--- src/rtl/ps2_keyboard_fifo.sv ---
// rtl/ps2_keyboard_fifo.sv - PS/2 keyboard receiver with E0/F0 prefix decode and key-event FIFO
// Frames are checked for start/parity/stop; completed key events fall through a FWFT queue.
module ps2_keyboard_fifo #(
  parameter int FIFO_DEPTH     = 8,
  parameter int SYNC_STAGES    = 2,
  parameter int TIMEOUT_CYCLES = 50000,
  parameter int CNT_W          = $clog2(FIFO_DEPTH + 1)
) (
  input  logic             CLK_CPU,
  input  logic             resetp,
  input  logic             keyboard_clock,
  input  logic             keyboard_data,
  input  logic             clean_key_buffer,
  input  logic             flush,
  output logic [7:0]       pressed_key,
  output logic             key_break,
  output logic             key_extended,
  output logic             keyboard_valid,
  output logic [CNT_W-1:0] fill_level,
  output logic             overflow,
  output logic             parity_error,
  output logic             frame_error
);

  localparam int PTR_W = (FIFO_DEPTH > 1) ? $clog2(FIFO_DEPTH) : 1;
  localparam int TO_W  = (TIMEOUT_CYCLES > 1) ? $clog2(TIMEOUT_CYCLES) : 1;
  localparam logic [TO_W-1:0]  TO_LAST = TO_W'(TIMEOUT_CYCLES - 1);
  localparam logic [CNT_W-1:0] DEPTH_C = CNT_W'(FIFO_DEPTH);

  localparam logic [1:0] S_IDLE   = 2'd0;
  localparam logic [1:0] S_DATA   = 2'd1;
  localparam logic [1:0] S_PARITY = 2'd2;
  localparam logic [1:0] S_STOP   = 2'd3;

  // Synchronisers idle high so reset never fabricates a falling edge.
  logic [SYNC_STAGES-1:0] kclk_sync_q;
  logic [SYNC_STAGES-1:0] kdat_sync_q;
  logic                   kclk_prev_q;
  logic                   fall;
  logic                   din;

  always_ff @(posedge CLK_CPU) begin
    if (resetp) begin
      kclk_sync_q <= '1;
      kdat_sync_q <= '1;
      kclk_prev_q <= 1'b1;
    end else begin
      kclk_sync_q <= {kclk_sync_q[SYNC_STAGES-2:0], keyboard_clock};
      kdat_sync_q <= {kdat_sync_q[SYNC_STAGES-2:0], keyboard_data};
      kclk_prev_q <= kclk_sync_q[SYNC_STAGES-1];
    end
  end

  assign fall = kclk_prev_q & ~kclk_sync_q[SYNC_STAGES-1];
  assign din  = kdat_sync_q[SYNC_STAGES-1];

  logic [1:0]      state_q, state_d;
  logic [2:0]      bitcnt_q, bitcnt_d;
  logic [7:0]      shift_q, shift_d;
  logic            par_q, par_d;
  logic [TO_W-1:0] to_cnt_q, to_cnt_d;
  logic            ext_q, ext_d;
  logic            brk_q, brk_d;
  logic            perr_q, perr_d;
  logic            ferr_q, ferr_d;
  logic            push;
  logic [9:0]      push_data;

  always_comb begin
    state_d   = state_q;
    bitcnt_d  = bitcnt_q;
    shift_d   = shift_q;
    par_d     = par_q;
    to_cnt_d  = to_cnt_q;
    ext_d     = ext_q;
    brk_d     = brk_q;
    perr_d    = 1'b0;
    ferr_d    = 1'b0;
    push      = 1'b0;
    push_data = {ext_q, brk_q, shift_q};

    if (fall) begin
      to_cnt_d = '0;
      case (state_q)
        S_IDLE: begin
          if (!din) begin
            state_d  = S_DATA;
            bitcnt_d = 3'd0;
          end else begin
            ferr_d = 1'b1;
            ext_d  = 1'b0;
            brk_d  = 1'b0;
          end
        end
        S_DATA: begin
          shift_d  = {din, shift_q[7:1]};
          bitcnt_d = bitcnt_q + 3'd1;
          if (bitcnt_q == 3'd7) begin
            state_d = S_PARITY;
          end
        end
        S_PARITY: begin
          par_d   = din;
          state_d = S_STOP;
        end
        default: begin
          state_d = S_IDLE;
          // A bad stop bit outranks a parity failure.
          if (!din) begin
            ferr_d = 1'b1;
            ext_d  = 1'b0;
            brk_d  = 1'b0;
          end else if (!(^{shift_q, par_q})) begin
            perr_d = 1'b1;
            ext_d  = 1'b0;
            brk_d  = 1'b0;
          end else if (shift_q == 8'hE0) begin
            ext_d = 1'b1;
          end else if (shift_q == 8'hF0) begin
            brk_d = 1'b1;
          end else begin
            push  = 1'b1;
            ext_d = 1'b0;
            brk_d = 1'b0;
          end
        end
      endcase
    end else if (state_q != S_IDLE) begin
      if (to_cnt_q == TO_LAST) begin
        state_d  = S_IDLE;
        to_cnt_d = '0;
        ferr_d   = 1'b1;
        ext_d    = 1'b0;
        brk_d    = 1'b0;
      end else begin
        to_cnt_d = to_cnt_q + TO_W'(1);
      end
    end else begin
      to_cnt_d = '0;
    end

    if (flush) begin
      ext_d = 1'b0;
      brk_d = 1'b0;
    end
  end

  always_ff @(posedge CLK_CPU) begin
    if (resetp) begin
      state_q  <= S_IDLE;
      bitcnt_q <= 3'd0;
      shift_q  <= 8'h00;
      par_q    <= 1'b0;
      to_cnt_q <= '0;
      ext_q    <= 1'b0;
      brk_q    <= 1'b0;
      perr_q   <= 1'b0;
      ferr_q   <= 1'b0;
    end else begin
      state_q  <= state_d;
      bitcnt_q <= bitcnt_d;
      shift_q  <= shift_d;
      par_q    <= par_d;
      to_cnt_q <= to_cnt_d;
      ext_q    <= ext_d;
      brk_q    <= brk_d;
      perr_q   <= perr_d;
      ferr_q   <= ferr_d;
    end
  end

  logic [9:0]       mem_q [FIFO_DEPTH];
  logic [PTR_W-1:0] wr_ptr_q, wr_ptr_d;
  logic [PTR_W-1:0] rd_ptr_q, rd_ptr_d;
  logic [CNT_W-1:0] count_q, count_d;
  logic             ovf_q, ovf_d;
  logic             full, empty;
  logic             do_push, do_pop;
  logic [9:0]       head;

  assign full    = (count_q == DEPTH_C);
  assign empty   = (count_q == '0);
  assign do_pop  = clean_key_buffer & ~empty & ~flush;
  // A pop at full frees the slot the simultaneous push lands in.
  assign do_push = push & (~full | do_pop) & ~flush;

  always_comb begin
    wr_ptr_d = wr_ptr_q;
    rd_ptr_d = rd_ptr_q;
    count_d  = count_q;
    ovf_d    = ovf_q;
    if (flush) begin
      wr_ptr_d = '0;
      rd_ptr_d = '0;
      count_d  = '0;
      ovf_d    = 1'b0;
    end else begin
      if (do_push) begin
        wr_ptr_d = wr_ptr_q + PTR_W'(1);
      end
      if (do_pop) begin
        rd_ptr_d = rd_ptr_q + PTR_W'(1);
      end
      if (do_push && !do_pop) begin
        count_d = count_q + CNT_W'(1);
      end else if (do_pop && !do_push) begin
        count_d = count_q - CNT_W'(1);
      end
      if (push && !do_push) begin
        ovf_d = 1'b1;
      end
    end
  end

  always_ff @(posedge CLK_CPU) begin
    if (resetp) begin
      wr_ptr_q <= '0;
      rd_ptr_q <= '0;
      count_q  <= '0;
      ovf_q    <= 1'b0;
    end else begin
      wr_ptr_q <= wr_ptr_d;
      rd_ptr_q <= rd_ptr_d;
      count_q  <= count_d;
      ovf_q    <= ovf_d;
    end
  end

  always_ff @(posedge CLK_CPU) begin
    if (do_push && !resetp) begin
      mem_q[wr_ptr_q] <= push_data;
    end
  end

  assign head           = mem_q[rd_ptr_q];
  assign pressed_key    = empty ? 8'h00 : head[7:0];
  assign key_break      = ~empty & head[8];
  assign key_extended   = ~empty & head[9];
  assign keyboard_valid = ~empty;
  assign fill_level     = count_q;
  assign overflow       = ovf_q;
  assign parity_error   = perr_q;
  assign frame_error    = ferr_q;

endmodule

--- config.mk ---
export PLATFORM = sky130hd
export DESIGN_NAME = ps2_keyboard_fifo
export DESIGN_NICKNAME = d
export VERILOG_FILES = /design/src/rtl/ps2_keyboard_fifo.sv
export SDC_FILE = /design/constraint.sdc
export NUM_CORES = 1
export LEC_CHECK = 0
export CORE_UTILIZATION = 40
export CTS_BUF_LIST = sky130_fd_sc_hd__clkbuf_8 sky130_fd_sc_hd__clkbuf_16
export CTS_CLUSTER_SIZE = 40
export DETAILED_ROUTE_END_ITERATION = 8
export PLACE_DENSITY = 0.63
export SYNTH_ARGS = -nofsm -noshare
export SYNTH_HDL_FRONTEND = slang
export SYNTH_SLANG_ARGS = --single-unit
--- constraint.sdc ---
create_clock -name CLK_CPU -period 5.4 [get_ports CLK_CPU]
set_clock_uncertainty 0.05 [all_clocks]
set_input_delay 0.81 -clock CLK_CPU [delete_from_list [all_inputs] [get_ports CLK_CPU]]
set_output_delay 0.81 -clock CLK_CPU [all_outputs]
set_load 0.02 [all_outputs]
======== After elaboration in Yosys (flattened, before gate mapping) ========
Memory sizes are Yosys's and may differ from the RTL's. A register that Yosys moved wholly into a read port is not among the register bits.
Index checks and enable logic that the tools add are counted.
word-level totals
  input port bits ......................... 6
  logic and storage cells ................. 121
  output and inout port bits .............. 18
  RAM bits ................................ 80
  bits in registers ....................... 50
  memories kept ........................... 1
operators by class
  bitwise gates (word level) .............. 15
  add/subtract/negate cells ............... 6
  eq/ne operators ......................... 14
  multiplexer cells ....................... 43
  reductions and logical operators ........ 26
memory list
  memory  words  bits a word  read ports  clocked after memory_dff  write ports  RTL line  text
  mem_q   8      10           1           1                         1            172       logic [9:0] mem_q [FIFO_DEPTH];
operators by type and width
  cell                                            number
  two-way mux 1 bit                               27
  adder 16 x 1 -> 16 bit (second input constant)  1
  == test 16 bit (second input constant)          1
  == test 8 bit (second input constant)           2
  two-way mux 2 bit                               5
  AND reduction 5 bit                             2
  nonzero test 2 bit                              5
  adder 3 x 1 -> 3 bit (second input constant)    3
  two-way mux 3 bit                               3
  != test 3 bit (second input constant)           3
  XOR reduction 9 bit                             1
  two-way mux 4 bit                               2
  two-way mux 8 bit                               1
  bitwise AND 1 bit                               7
  inverter 1 bit                                  7
  != test 6 x 5 -> 1 bit (second input constant)  1
  one-hot mux 1 bit (2 select lines)              3
  one-hot mux 2 bit (3 select lines)              1
  one-hot mux 3 bit (2 select lines)              1
  OR reduction 6 bit                              1
  != test 5 x 4 -> 1 bit (second input constant)  1
  adder 4 x 1 -> 4 bit (second input constant)    1
  == test 4 bit (second input constant)           1
  logical AND 1 bit                               4
  15 further kinds                                20

======== Longest topological paths before layout ========
  depth after elaboration ................. 13
  mapped depth ............................ 14

======== Least setup slack after synthesis ========
No wires, ideal clock.
  kind .................................... register to register
  start point ............................. reg shift_q[1]
  end point ............................... mem mem_q[0][0], enable pin
  arrival ................................. 2.614 ns
  path slack .............................. 2.328 ns
  buffers on the path ..................... 0
  cell stages (with the launch flop) ...... 6
  path through ............................ dfxtp_1 -> xor3_1 -> a41oi_1 -> mux2_4 -> nand2_2 -> nor4b_1
on the way
  word-level cells in the longest chain between the ends .. 12
RTL lines
  element                                    RTL line  text
  from (decl)                                59        logic [7:0] shift_q, shift_d;
  from (signal assigned)                     162       shift_q <= shift_d;
  == test 8 bit                              119       end else if (shift_q == 8'hF0) begin
  two-way mux 1 bit                          119
  two-way mux 1 bit                          117       end else if (shift_q == 8'hE0) begin
  two-way mux 1 bit *                        113       end else if (!(^{shift_q, par_q})) begin
  two-way mux 1 bit *                        109       if (!din) begin
  two-way mux 1 bit *                        84        case (state_q)
  two-way mux 1 bit *                        82        if (fall) begin
  bitwise AND 1 bit * (2 in a row)           185       assign do_push = push & (~full | do_pop) & ~flush;
  logical AND 1 bit *                        230       if (do_push && !resetp) begin
  two-way mux 1 bit *                        230
  two-way mux 1 bit (implied by the code) *  231       mem_q[wr_ptr_q] <= push_data;
  to (decl)                                  172
Mark *: on every way between the ends. The rest lies on a longest branch, timed or not.

==> impl_metrics.yaml <==
outcome:
  outcome: "completed"
clock_network:
  cts_root_buf: "clkbuf_16"
  clk_latency_ps: 410
  path_clk_slew_ps: 60
  cts_hold_buf: 0
  cts_sinks: 133
  cts-buffers-inserted: 17
  postCtsSetupRepairBufs: 0
  cts_max_level: 4
  cts_resized: 0
  clockBufferDepth: 2
  cts_tree: "yes"
layout:
  antenna_cells: 0
  syn_to_final_growth_pct: 19.3
  drive_above_1_share: 0.162
  final_area_sq_mm: 0.00658
  num-fill-cells: 1177
  fin_nets: 459
logic_synthesis:
  synth_area_per_cell_sq_um: 13.7
  synth_cell_types: 47
  ys_ff_latch: 133
  synthCells: 404
  synth-async-reset-ratio: 0
  syn_nets: 424
  yosys_most_used_dff: "edfxtp_1"
  netlist_area_sq_mm: 0.00552
  ys_seq_area_frac: 0.628
  ys_top_cells_by_area: "edfxtp_1 44%, dfxtp_1 19%, mux4_2 8.2%, nor2_1 4.1%, mux2i_1 4.0%"
  synth_edf_count: 80
  yosys.area.top_type: "edfxtp_1"
  yosysWarnings: 0
  yosys.area.top_type_share: 0.435
global_route:
  grt_use_met3: 0.0431
  top_usage_layer: "met2"
  grt_pass1_vias: 3385
  grtUsageTotal: 0.158
  grt_max_degree: 23
  grt_pass1_wl_um: 16900
  met2_usage: 0.273
  use_met1: 0.187
  antenna_found_initial: 0
  overflow: 0
power_and_ir_drop:
  power_density_mw_per_mm2: 335
  switching_share: 0.205
  vdd_drop_max_v: 0.000213
  p_leak_nw: 2.30
  p_sw_w: 0.000452
  p_comb_frac: 0.009
  p_int_w: 0.00176
  p_clk_frac: 0.508
  seq_power_share: 0.483
critical_path:
  endpoint: "pressed_key[5]"
  rr_worst_depth: 13
  critPathBufInv: 1
  path_class: "register to output pin"
  crit_required_ps: 4540
  crit_path_end_kind: "output pin"
  cpPeakStageDelay_ps: 970
  cp.depth: 4
  reg2reg_to: "fill_level[3]"
  worstPathMaxFanout: 20
  rrSetupSlack_ps: 1980
  path_cells: "mux4_2, mux2i_1, nor2_1, clkdlybuf4s50_1"
  r2r_start: "shift_q[7]"
  crit_arrival_ps: 2620
  startpoint_type: "register"
  crit_slowest_cell: "dfxtp_1"
  cp_top_family: "flip-flops"
detailed_routing:
  drt-initial-drc-count: 249
  ant_nets: 0
  avgViaCountPerCell: 5.20
  wl_um: 10500
  vias: 3268
  drc: 0
  wire_per_inst_um: 16.7
  drt_pass1_iterations: 4
place:
  postPlaceCellArea_sq_mm: 0.00600
  place_hpwl_um: 6640
  portBuffers: 23
  place_congestion: 0.761
run:
  maxCapViolations: 0
floorplanning:
  die-area_sq_mm: 0.0143
  die_x_um: 119
  fp.coreArea_sq_mm: 0.0133
  num_rows: 42
  ios: 24
  start_util: 0.413
  die_h_um: 119
sta:
  fmaxAchievable_ghz: 0.287
  fin_setup_tns_ps: 0
  rsz0062_at_grt: "false"
  drv_slew: 0
  slew_headroom: 0.272
  min_period_over_period: 0.645
  hold_viol_final: 0
  period_needed_ps: 3480
  tightestPinTransition_ps: 1090
  setup_viol: 0
worst_hold_path:
  hold_path.class: "register to register"
-- cells by family (layout without fill, tap and decap cells) --
logic type	Yosys count	after routing	share of synthesized area
AOI/OAI and AO/OA	33	33	0.0399
xor gates and xnor gates	25	25	0.0451
adders and majority gates	14	14	0.0331
buffers and inverters	26	74	0.0184
DFF	133	133	0.628
muxes	43	43	0.124
and+or+nand+nor	130	130	0.112
-- cells in the final DEF, fill, tap and decap left out, types with 7 or more instances in the layout --
cell type and instances:
a21oi_1 12, xor2_1 12, dfxtp_1 53, nand3_1 11
mux2i_1 22, nor2_1 61, xnor2_1 11, edfxtp_1 80
ha_1 13, clkbuf_16 17, clkdlybuf4s50_1 23, nand2_1 16
inv_1 12, or2_2 7, mux4_2 20, nor3_1 8
buf_4 8
-- layer usage --
metal | share of wire | wire (um)
met4 | 0.013 | 131
met3 | 0.032 | 337
met1 | 0.44 | 4590
met5 | 0 | 0
met2 | 0.52 | 5400
-- per-stage QoR --
step	util	std cells	hold WS [ps]	worst slack [ps]	power, W
floorplan	-	404	339	2330	0.00110
global placement	0.450	596	343	1840	0.00111
detailed placement	0.450	596	344	1740	0.00111
CTS	0.493	628	357	1890	0.00222
global route	0.493	628	381	1800	0.00227
finish	0.493	628	356	1920	0.00221
-- power groups by stage --
stage / clock [W] / combinational [W] / sequential, W
2_1_floorplan: 0 / 0.0000120 / 0.00109
3_3_place_gp: 0 / 0.0000194 / 0.00109
3_5_place_dp: 0 / 0.0000197 / 0.00109
4_1_cts: 0.00114 / 0.0000197 / 0.00107
5_1_grt: 0.00118 / 0.0000215 / 0.00107
6_report: 0.00112 / 0.0000195 / 0.00107
-- cell type report --
| class | count | area [sq um] | share of cell area |
|---|---|---|---|
| flip-flops and latches | 133 | 3460 | 0.526 |
| multi-input cells | 245 | 1990 | 0.302 |
| clock buffers | 17 | 425 | 0.0646 |
| repair buffers | 31 | 290 | 0.0441 |
| well taps | 176 | 220 | 0.0335 |
| clock inverters | 15 | 154 | 0.0234 |
| inverters | 11 | 41.3 | 0.00627 |
-- cells in the mapped netlist (2+ instances only) --
cell type,n
dfxtp_1,53
ha_1,13
edfxtp_1,80
nor2_1,61
buf_2,3
nand2b_1,2
xor2_1,12
nor2b_1,2
nor3_1,8
nand4_1,4
and3_1,3
a21oi_1,12
mux2i_1,22
nor4_1,5
nor4b_1,2
inv_1,11
a32o_1,3
nand2_1,16
xnor2_1,11
a41oi_1,2
mux4_2,20
clkbuf_1,11
nand3_1,11
o21ai_0,6
nand3b_1,2
or3_1,2
or2_2,7
-- worst min-delay path by stage --
stage | from | to | slack [ps] | cells past startpoint
after floorplan | kclk_sync_q[0] | kclk_sync_q[1] | 340 | 1
after CTS | kdat_sync_q[0] | kdat_sync_q[1] | 360 | 1
after global placement | kdat_sync_q[0] | kdat_sync_q[1] | 340 | 1
final | kdat_sync_q[0] | kdat_sync_q[1] | 360 | 1
after detailed placement | kdat_sync_q[0] | kdat_sync_q[1] | 340 | 1
after global routing | kclk_sync_q[0] | kclk_sync_q[1] | 380 | 1
-- sequential cells by signal (all words and copies together), names as in the netlist, named ones only --
signal	cells
kclk_sync_q	2
kdat_sync_q	2
parity_error	1
par_q	1
bitcnt_q	3
shift_q	8
wr_ptr_q	3
to_cnt_q	16
ext_q	1
brk_q	1
overflow	1
fill_level	4
state_q	2
kclk_prev_q	1
rd_ptr_q	3
mem_q	80
frame_error	1
Power figures use the tool's default switching activity.
